## src/rtl/fcpu_uart_tx.sv

```systemverilog
// fcpu_uart_tx: 8N1 UART transmitter for the core byte output stream.
// A small circular FIFO decouples the core handshake from the baud rate.
module fcpu_uart_tx #(
   parameter int unsigned CLK_DIV    = 868,
   parameter int unsigned FIFO_DEPTH = 4
) (
   input  logic                        clk,
   input  logic                        nrst,
   input  logic [7:0]                  io_o_data,
   input  logic                        io_o_valid,
   output logic                        io_o_ready,
   output logic                        txd,
   output logic                        tx_busy,
   output logic [$clog2(FIFO_DEPTH):0] fifo_count
);

   localparam int unsigned PTR_W = $clog2(FIFO_DEPTH);
   localparam int unsigned FCW   = PTR_W + 1;
   localparam int unsigned CNT_W = $clog2(CLK_DIV);

   typedef enum logic [1:0] {IDLE, START, DATA, STOP} state_t;

   state_t           state, state_n;
   logic [CNT_W-1:0] baud_cnt, baud_cnt_n;
   logic [2:0]       bit_idx, bit_idx_n;
   logic [7:0]       shift, shift_n;
   logic             txd_n;
   logic [7:0]       mem [FIFO_DEPTH];
   logic [PTR_W-1:0] wr_ptr, rd_ptr;
   logic [FCW-1:0]   count_n;
   logic             push, pop, fifo_empty, bit_end;

   // Ready never looks at valid; a full FIFO stays closed even on a pop edge.
   assign fifo_empty = (fifo_count == '0);
   assign io_o_ready = nrst && (fifo_count != FCW'(FIFO_DEPTH));
   assign push       = io_o_valid && io_o_ready;
   assign bit_end    = (baud_cnt == CNT_W'(CLK_DIV - 1));

   // Occupancy update; push and pop on the same edge cancel out.
   always_comb begin
      count_n = fifo_count;
      case ({push, pop})
         2'b10:   count_n = fifo_count + FCW'(1);
         2'b01:   count_n = fifo_count - FCW'(1);
         default: count_n = fifo_count;
      endcase
   end

   always_ff @(posedge clk) begin
      if (!nrst) begin
         wr_ptr     <= '0;
         rd_ptr     <= '0;
         fifo_count <= '0;
      end else begin
         if (push) wr_ptr <= wr_ptr + PTR_W'(1);
         if (pop)  rd_ptr <= rd_ptr + PTR_W'(1);
         fifo_count <= count_n;
      end
   end

   always_ff @(posedge clk) begin
      if (push) mem[wr_ptr] <= io_o_data;
   end

   // Frame sequencer; txd_n is the line level for the cycle after this edge.
   always_comb begin
      state_n    = state;
      baud_cnt_n = baud_cnt + CNT_W'(1);
      bit_idx_n  = bit_idx;
      shift_n    = shift;
      txd_n      = txd;
      pop        = 1'b0;
      case (state)
         IDLE: begin
            baud_cnt_n = '0;
            txd_n      = 1'b1;
            if (!fifo_empty) begin
               pop     = 1'b1;
               shift_n = mem[rd_ptr];
               state_n = START;
               txd_n   = 1'b0;
            end
         end
         START: begin
            if (bit_end) begin
               baud_cnt_n = '0;
               bit_idx_n  = '0;
               state_n    = DATA;
               txd_n      = shift[0];
            end
         end
         DATA: begin
            if (bit_end) begin
               baud_cnt_n = '0;
               shift_n    = {1'b0, shift[7:1]};
               if (bit_idx == 3'd7) begin
                  state_n = STOP;
                  txd_n   = 1'b1;
               end else begin
                  bit_idx_n = bit_idx + 3'd1;
                  txd_n     = shift[1];
               end
            end
         end
         STOP: begin
            if (bit_end) begin
               baud_cnt_n = '0;
               if (!fifo_empty) begin
                  pop     = 1'b1;
                  shift_n = mem[rd_ptr];
                  state_n = START;
                  txd_n   = 1'b0;
               end else begin
                  state_n = IDLE;
                  txd_n   = 1'b1;
               end
            end
         end
         default: begin
            state_n    = IDLE;
            baud_cnt_n = '0;
            txd_n      = 1'b1;
         end
      endcase
   end

   always_ff @(posedge clk) begin
      if (!nrst) begin
         state    <= IDLE;
         baud_cnt <= '0;
         bit_idx  <= '0;
         shift    <= '0;
         txd      <= 1'b1;
         tx_busy  <= 1'b0;
      end else begin
         state    <= state_n;
         baud_cnt <= baud_cnt_n;
         bit_idx  <= bit_idx_n;
         shift    <= shift_n;
         txd      <= txd_n;
         tx_busy  <= (state_n != IDLE) || (count_n != '0);
      end
   end

endmodule

```

## config.mk

```make
export PLATFORM = sky130hd
export DESIGN_NAME = fcpu_uart_tx
export DESIGN_NICKNAME = d
export VERILOG_FILES = /design/src/rtl/fcpu_uart_tx.sv
export SDC_FILE = /design/constraint.sdc
export NUM_CORES = 1
export LEC_CHECK = 0
export ABC_AREA = 1
export ABC_CLOCK_PERIOD_IN_PS = 4190
export BUFFER_PORTS_ARGS = -buffer_cell sky130_fd_sc_hd__buf_2
export CAP_MARGIN = 25
export CORE_UTILIZATION = 45
export DETAILED_ROUTE_END_ITERATION = 12
export PLACE_DENSITY = 0.63
export REMOVE_ABC_BUFFERS = 1
export SYNTH_ARGS = -nofsm -noshare
export SYNTH_HDL_FRONTEND = slang
export SYNTH_SLANG_ARGS = --single-unit
```

## constraint.sdc

```tcl
create_clock -name clk -period 4.19 [get_ports clk]
set_input_delay 0.838 -clock clk [delete_from_list [all_inputs] [get_ports clk]]
set_output_delay 0.838 -clock clk [all_outputs]
set_load 0.01 [all_outputs]
```

# [Yosys cells after proc, flatten, opt, wreduce, memory -nomap -nowiden]
# Memory sizes are Yosys's and may differ from the RTL's. A register that Yosys moved wholly into a read port is not among the register bits.
# Index checks and enable logic that the tools add are counted.
[classes] addsub=6 n_eq_ne=12 muxes=31 reduce_logical=13
[op_table] cell="$mux W8" n=3
[op_table] cell="$pmux W8 S3" n=1
[op_table] cell="$pmux W10 S2" n=1
[op_table] cell="$mux W2" n=7
[op_table] cell="$pmux W3 S2" n=2
[op_table] cell="$add A10 B1 Y10 const B" n=1
[op_table] cell="$eq A10 B10 Y1 const B" n=1
[op_table] cell="$mux W1" n=10
[op_table] cell="$mux W10" n=1
[op_table] cell="$mux W3" n=3
[op_table] cell="$ne A2 B2 Y1 const B" n=4
[op_table] cell="$pmux W2 S4" n=1
[op_table] cell="$add A3 B1 Y3 const B" n=2
[op_table] cell="$eq A2 B2 Y1 const B" n=3
[op_table] cell="$reduce_and A3 Y1" n=2
[op_table] cell="$reduce_bool A3 Y1" n=2
[op_table] cell="$add A2 B1 Y2 const B" n=2
[op_table] cell="$eq A2 B1 Y1 const B" n=2
[op_table] cell="$pmux W1 S4" n=1
[op_table] cell="$reduce_and A4 Y1" n=1
[op_table] cell="$reduce_bool A2 Y1" n=2
[op_table] cell="$eq A3 B3 Y1 const B" n=1
[op_table] cell="$logic_not A3 Y1" n=1
[op_table] cell="$ne A3 B3 Y1 const B" n=1
[op_table] cell="6 further kinds" n=7
[totals] register_bits=32 ram_bits=32 out_inout_bits=6 n_memories=1
[mem_list] name="mem" depth=4 width=8 rd=1 rd_clocked_by_memory_dff=1 write_ports=1 line_no="28" rtl="logic [7:0] mem [FIFO_DEPTH];"

# [Longest topological paths before layout]
[depth] word_depth=8 depth_mapped=18 mapped_depth_nobuf=18

# [Least setup slack after synthesis]
# OpenSTA, ideal clock, no wires.
[synth_timing] kind="in2reg" start="input nrst" end="register tx_busy" setup_time_ns=0.060 arrival_time_ns=2.503 slack_ns=1.627 cell_stages=13 path_buffers=0 path_cell_list="inv_1 a21oi_1 nand2_1 ha_1 inv_1 fa_1 nand2_1 o21ai_0 nand2_1 nor2_1 nand3_1 nand2_1 nand2_1"
[synth_between] elab_chain_cells=6
[synth_lines] element="from (decl)" line_no="8" rtl="input logic nrst,"
[synth_lines] element="$logic_and A1 B1 Y1 *" line_no="35" rtl="assign io_o_ready = nrst && (fifo_count != FCW'(FIFO_DEPTH));"
[synth_lines] element="net io_o_ready" line_no="11" rtl="output logic io_o_ready,"
[synth_lines] element="$logic_and A1 B1 Y1 *" line_no="36" rtl="assign push = io_o_valid && io_o_ready;"
[synth_lines] element="$eq A2 B1 Y1 / $eq A2 B2 Y1 (equally long branches)" line_no="42" rtl="case ({push, pop})"
[synth_lines] element="$pmux W3 S2 *" line_no="42"
[synth_lines] element="$reduce_bool A3 Y1 *" line_no="141" rtl="tx_busy <= (state_n != IDLE) || (count_n != '0);"
[synth_lines] element="$logic_or A1 B1 Y1 *" line_no="141"
[synth_lines] element="to (signal assigned)" line_no="141"
[synth_lines] element="to (decl)" line_no="13" rtl="output logic tx_busy,"
# The timed path passes the listed nets; every way through them passes the cells marked *.
# A chain may end at the register's enable or synchronous reset.

# [Final worst setup path]
[layout_timing] start="input nrst" end="register tx_busy"
[layout_between] elab_chain_cells=6
[layout_lines] element="$logic_and A1 B1 Y1" line_no="35"
[layout_lines] element="$logic_and A1 B1 Y1" line_no="36"
[layout_lines] element="$eq A2 B1 Y1 / $eq A2 B2 Y1 (equally long branches)" line_no="42"
[layout_lines] element="$pmux W3 S2" line_no="42"
[layout_lines] element="$reduce_bool A3 Y1" line_no="141"
[layout_lines] element="$logic_or A1 B1 Y1" line_no="141"
# Parallel ways exist; a longest one is shown, timed or not.

==> impl_metrics.tcl <==
set metrics [dict create \
    drc 2 \
    avgSynthCellArea_um2 9.08 \
    yosysUniqueCellTypes 36 \
    drt.antenna.violating_nets 0 \
    whs_ns 0.449 \
    r2r-start "baud_cnt[0]" \
    dieArea_um2 7070 \
    crit_fanout 13 \
    num-nets-final 379 \
    rrSetupSlack_ns 1.61 \
    powerDensity_nw_per_um2 576 \
    worstPathArrival_ns 3.05 \
    fin_ws_ns 1.37 \
    ff2ff_path_depth 17 \
    rsz0062_at_grt "no" \
    postCtsSetupBuffers 0 \
    maxCapViolations 0 \
    leakagePower_nw 1.37 \
    synth_common_cells "65 x nand2_1, 47 x nor2_1, 34 x dfxtp_1, 34 x inv_1, 32 x edfxtp_1" \
    synth_ff_type "dfxtp_1" \
    gp_congestion 0.827 \
    ys_seq_area_share_pct 54.1 \
    synth_top_area_share_pct 31.7 \
    hold_viol 0 \
    hold_path_class "reg2reg" \
    nFillCells 595 \
    vias 2181 \
    post-place-ws_ns 1.02 \
    slew_headroom_pct 47.8 \
    status "finished, violations left" \
    postSynthCellCount 334 \
    worstHoldPathCells 1 \
    synth_seq_cells 66 \
    max_freq_mhz 355 \
    cts.clk_slew.worst_paths_ns 0.08 \
    portBuffers 16 \
    irDropWorstVdd_uv 288 \
    crit_required_ns 4.43 \
    cts_resized 0 \
    start_util_pct 47.2 \
    cts_buffers 9 \
    viasPerCell 5.00 \
    ctsLongestPathBuffers 2 \
    post_drt_wl_per_cell_um 12.6 \
    rr_endpoint "tx_busy" \
    violations "design-rule violations" \
    crit_type "in2reg" \
    dp.cells 420 \
    wirelength_um 5490 \
    endpoint_kind "register" \
    antenna_found_initial 0 \
    cts_tree "built" \
    antenna_cells 0 \
    drv_slew 0 \
    grt_overflow_total 0 \
    drtPass1Iterations 8 \
    skew_ns 0.00888 \
    finalCritPeriodShare_pct 67.2 \
    synthTopCellsByArea "edfxtp_1 32%, dfxtp_1 22%, nand2_1 8.0%" \
    netlist_area_um2 3030 \
    cts_root_buf "clkbuf_8" \
    drtIter0Drc 76 \
    min_period_ns 2.82 \
    fp-row-count 29 \
    drive_gt1_share_pct 15.9 \
    tightest_slew_ns 0.780 \
    synth.yosys.warnings 0 \
    post_layout_nonfiller_instances 436 \
    setup_viol 0 \
    worstSkewPairLatency_ns 0.35 \
    ios 17 \
    final_util_pct 52.3 \
    cts_max_level 3 \
    dp_hpwl_um 3730 \
    grtUsageTotal_pct 17.3 \
    cts_hold_buffers 0 \
    core-area_um2 6420 \
    area_growth_pct 10.7 \
    min_to "baud_cnt[0]" \
    grt_max_degree 18 \
    async_reset_ff_share_pct 0 \
    start_kind "input port" \
    yosys.area.top_type "edfxtp_1" \
    tns_ns 0 \
    dieWidth_um 84.1 \
    final-seq-area_um2 1640 \
    min_from "baud_cnt[0]" \
    synth_edf_count 32 \
    die_h_um 84.1 \
    yosysMostFrequentCell "nand2_1" \
    grt_pass1_wl_um 9360 \
    grt_pass1_vias 2060 \
    multi_input_area_um2 1210 \
    clock-sinks 66 \
]
==> layer usage <==
metal | track usage (%) | vias up | wire length (µm)
met2 | 29.4 | 25 | 2610
met4 | 6.11 | 0 | 66
met5 | 0 | - | 0
met1 | 20.4 | 1005 | 2650
li1 | - | 1144 | -
met3 | 5.64 | 7 | 159
==> cells in the final DEF, fill, tap and decap left out, drive strengths merged <==
cell | netlist | final
nor3b | 2 | 2
a31oi | 2 | 2
clkinv | 2 | 6
inv | 36 | 37
a21oi | 19 | 19
clkinvlp | 0 | 2
nand3 | 13 | 13
dfxtp | 34 | 34
o21a | 2 | 2
o22ai | 6 | 6
o21bai | 1 | 1
nor2 | 49 | 49
edfxtp | 32 | 32
nor4 | 2 | 2
clkbuf | 2 | 9
o211a | 1 | 1
o21ai | 30 | 30
nand2 | 75 | 75
nor3 | 1 | 1
buf | 5 | 16
o211ai | 2 | 2
xor2 | 2 | 2
fa | 1 | 1
or2 | 2 | 2
ha | 13 | 13
==> worst max-delay path by stage <==
stage	from	end	slack (ns)	cells after the start
floorplan	nrst	tx_busy	1.44	13
global placement	nrst	tx_busy	1.08	14
detailed placement	nrst	tx_busy	1.02	14
CTS	nrst	tx_busy	1.37	14
global route	nrst	tx_busy	1.06	14
finish	nrst	tx_busy	1.37	14
==> area by class of cell <==
type / count / share of cell area [%]
sequential: 66 / 48.9
multi-input combinational: 223 / 36.1
inverter: 38 / 4.40
clock buffer: 9 / 3.69
tap: 77 / 2.87
timing repair buffer: 16 / 2.39
clock inverter: 7 / 1.64
==> report_power, final <==
group          switching, mW  total, mW  internal [mW]
Sequential            0.0666      0.831          0.765
Clock                  0.261      0.479          0.218
Combinational          0.395      0.624          0.228
Total                  0.723       1.93           1.21
==> cell families after synthesis <==
group / share of synthesized area [%]
AOI/OAI and AO/OA: 12.1
xor gates and xnor gates: 0.578
adders and majority gates: 6.03
buffers and inverters: 5.90
DFF: 54.1
and+or+nand+nor: 21.3
==> registers in the layout, summed over array words and instances (netlist names), named ones only <==
register / cells
mem: 32
shift: 8
tx_busy: 1
rd_ptr: 2
state: 2
txd: 1
bit_idx: 3
baud_cnt: 10
wr_ptr: 2
fifo_count: 3
==> metrics by stage <==
| step | area (µm²) | total power, mW |
|---|---|---|
| floorplan | 3000 | 1.32 |
| global placement | 3180 | 1.46 |
| detailed placement | 3180 | 1.47 |
| CTS | 3360 | 1.96 |
| global route | 3360 | 2.08 |
| finish | 3360 | 1.93 |
==> critical path, cell delays in order <==
cell and delay [ns]:
buf_2 0.18, inv_1 0.41, a21oi_1 0.10, nand2_1 0.25, ha_1 0.21, inv_1 0.07
fa_1 0.39, nand2_1 0.09, nand3_1 0.09, xor2_1 0.16, nor2_1 0.09, nand3_1 0.08
nand2_1 0.06, nand2_1 0.04
Note: power is estimated with default switching activity, not from simulation.
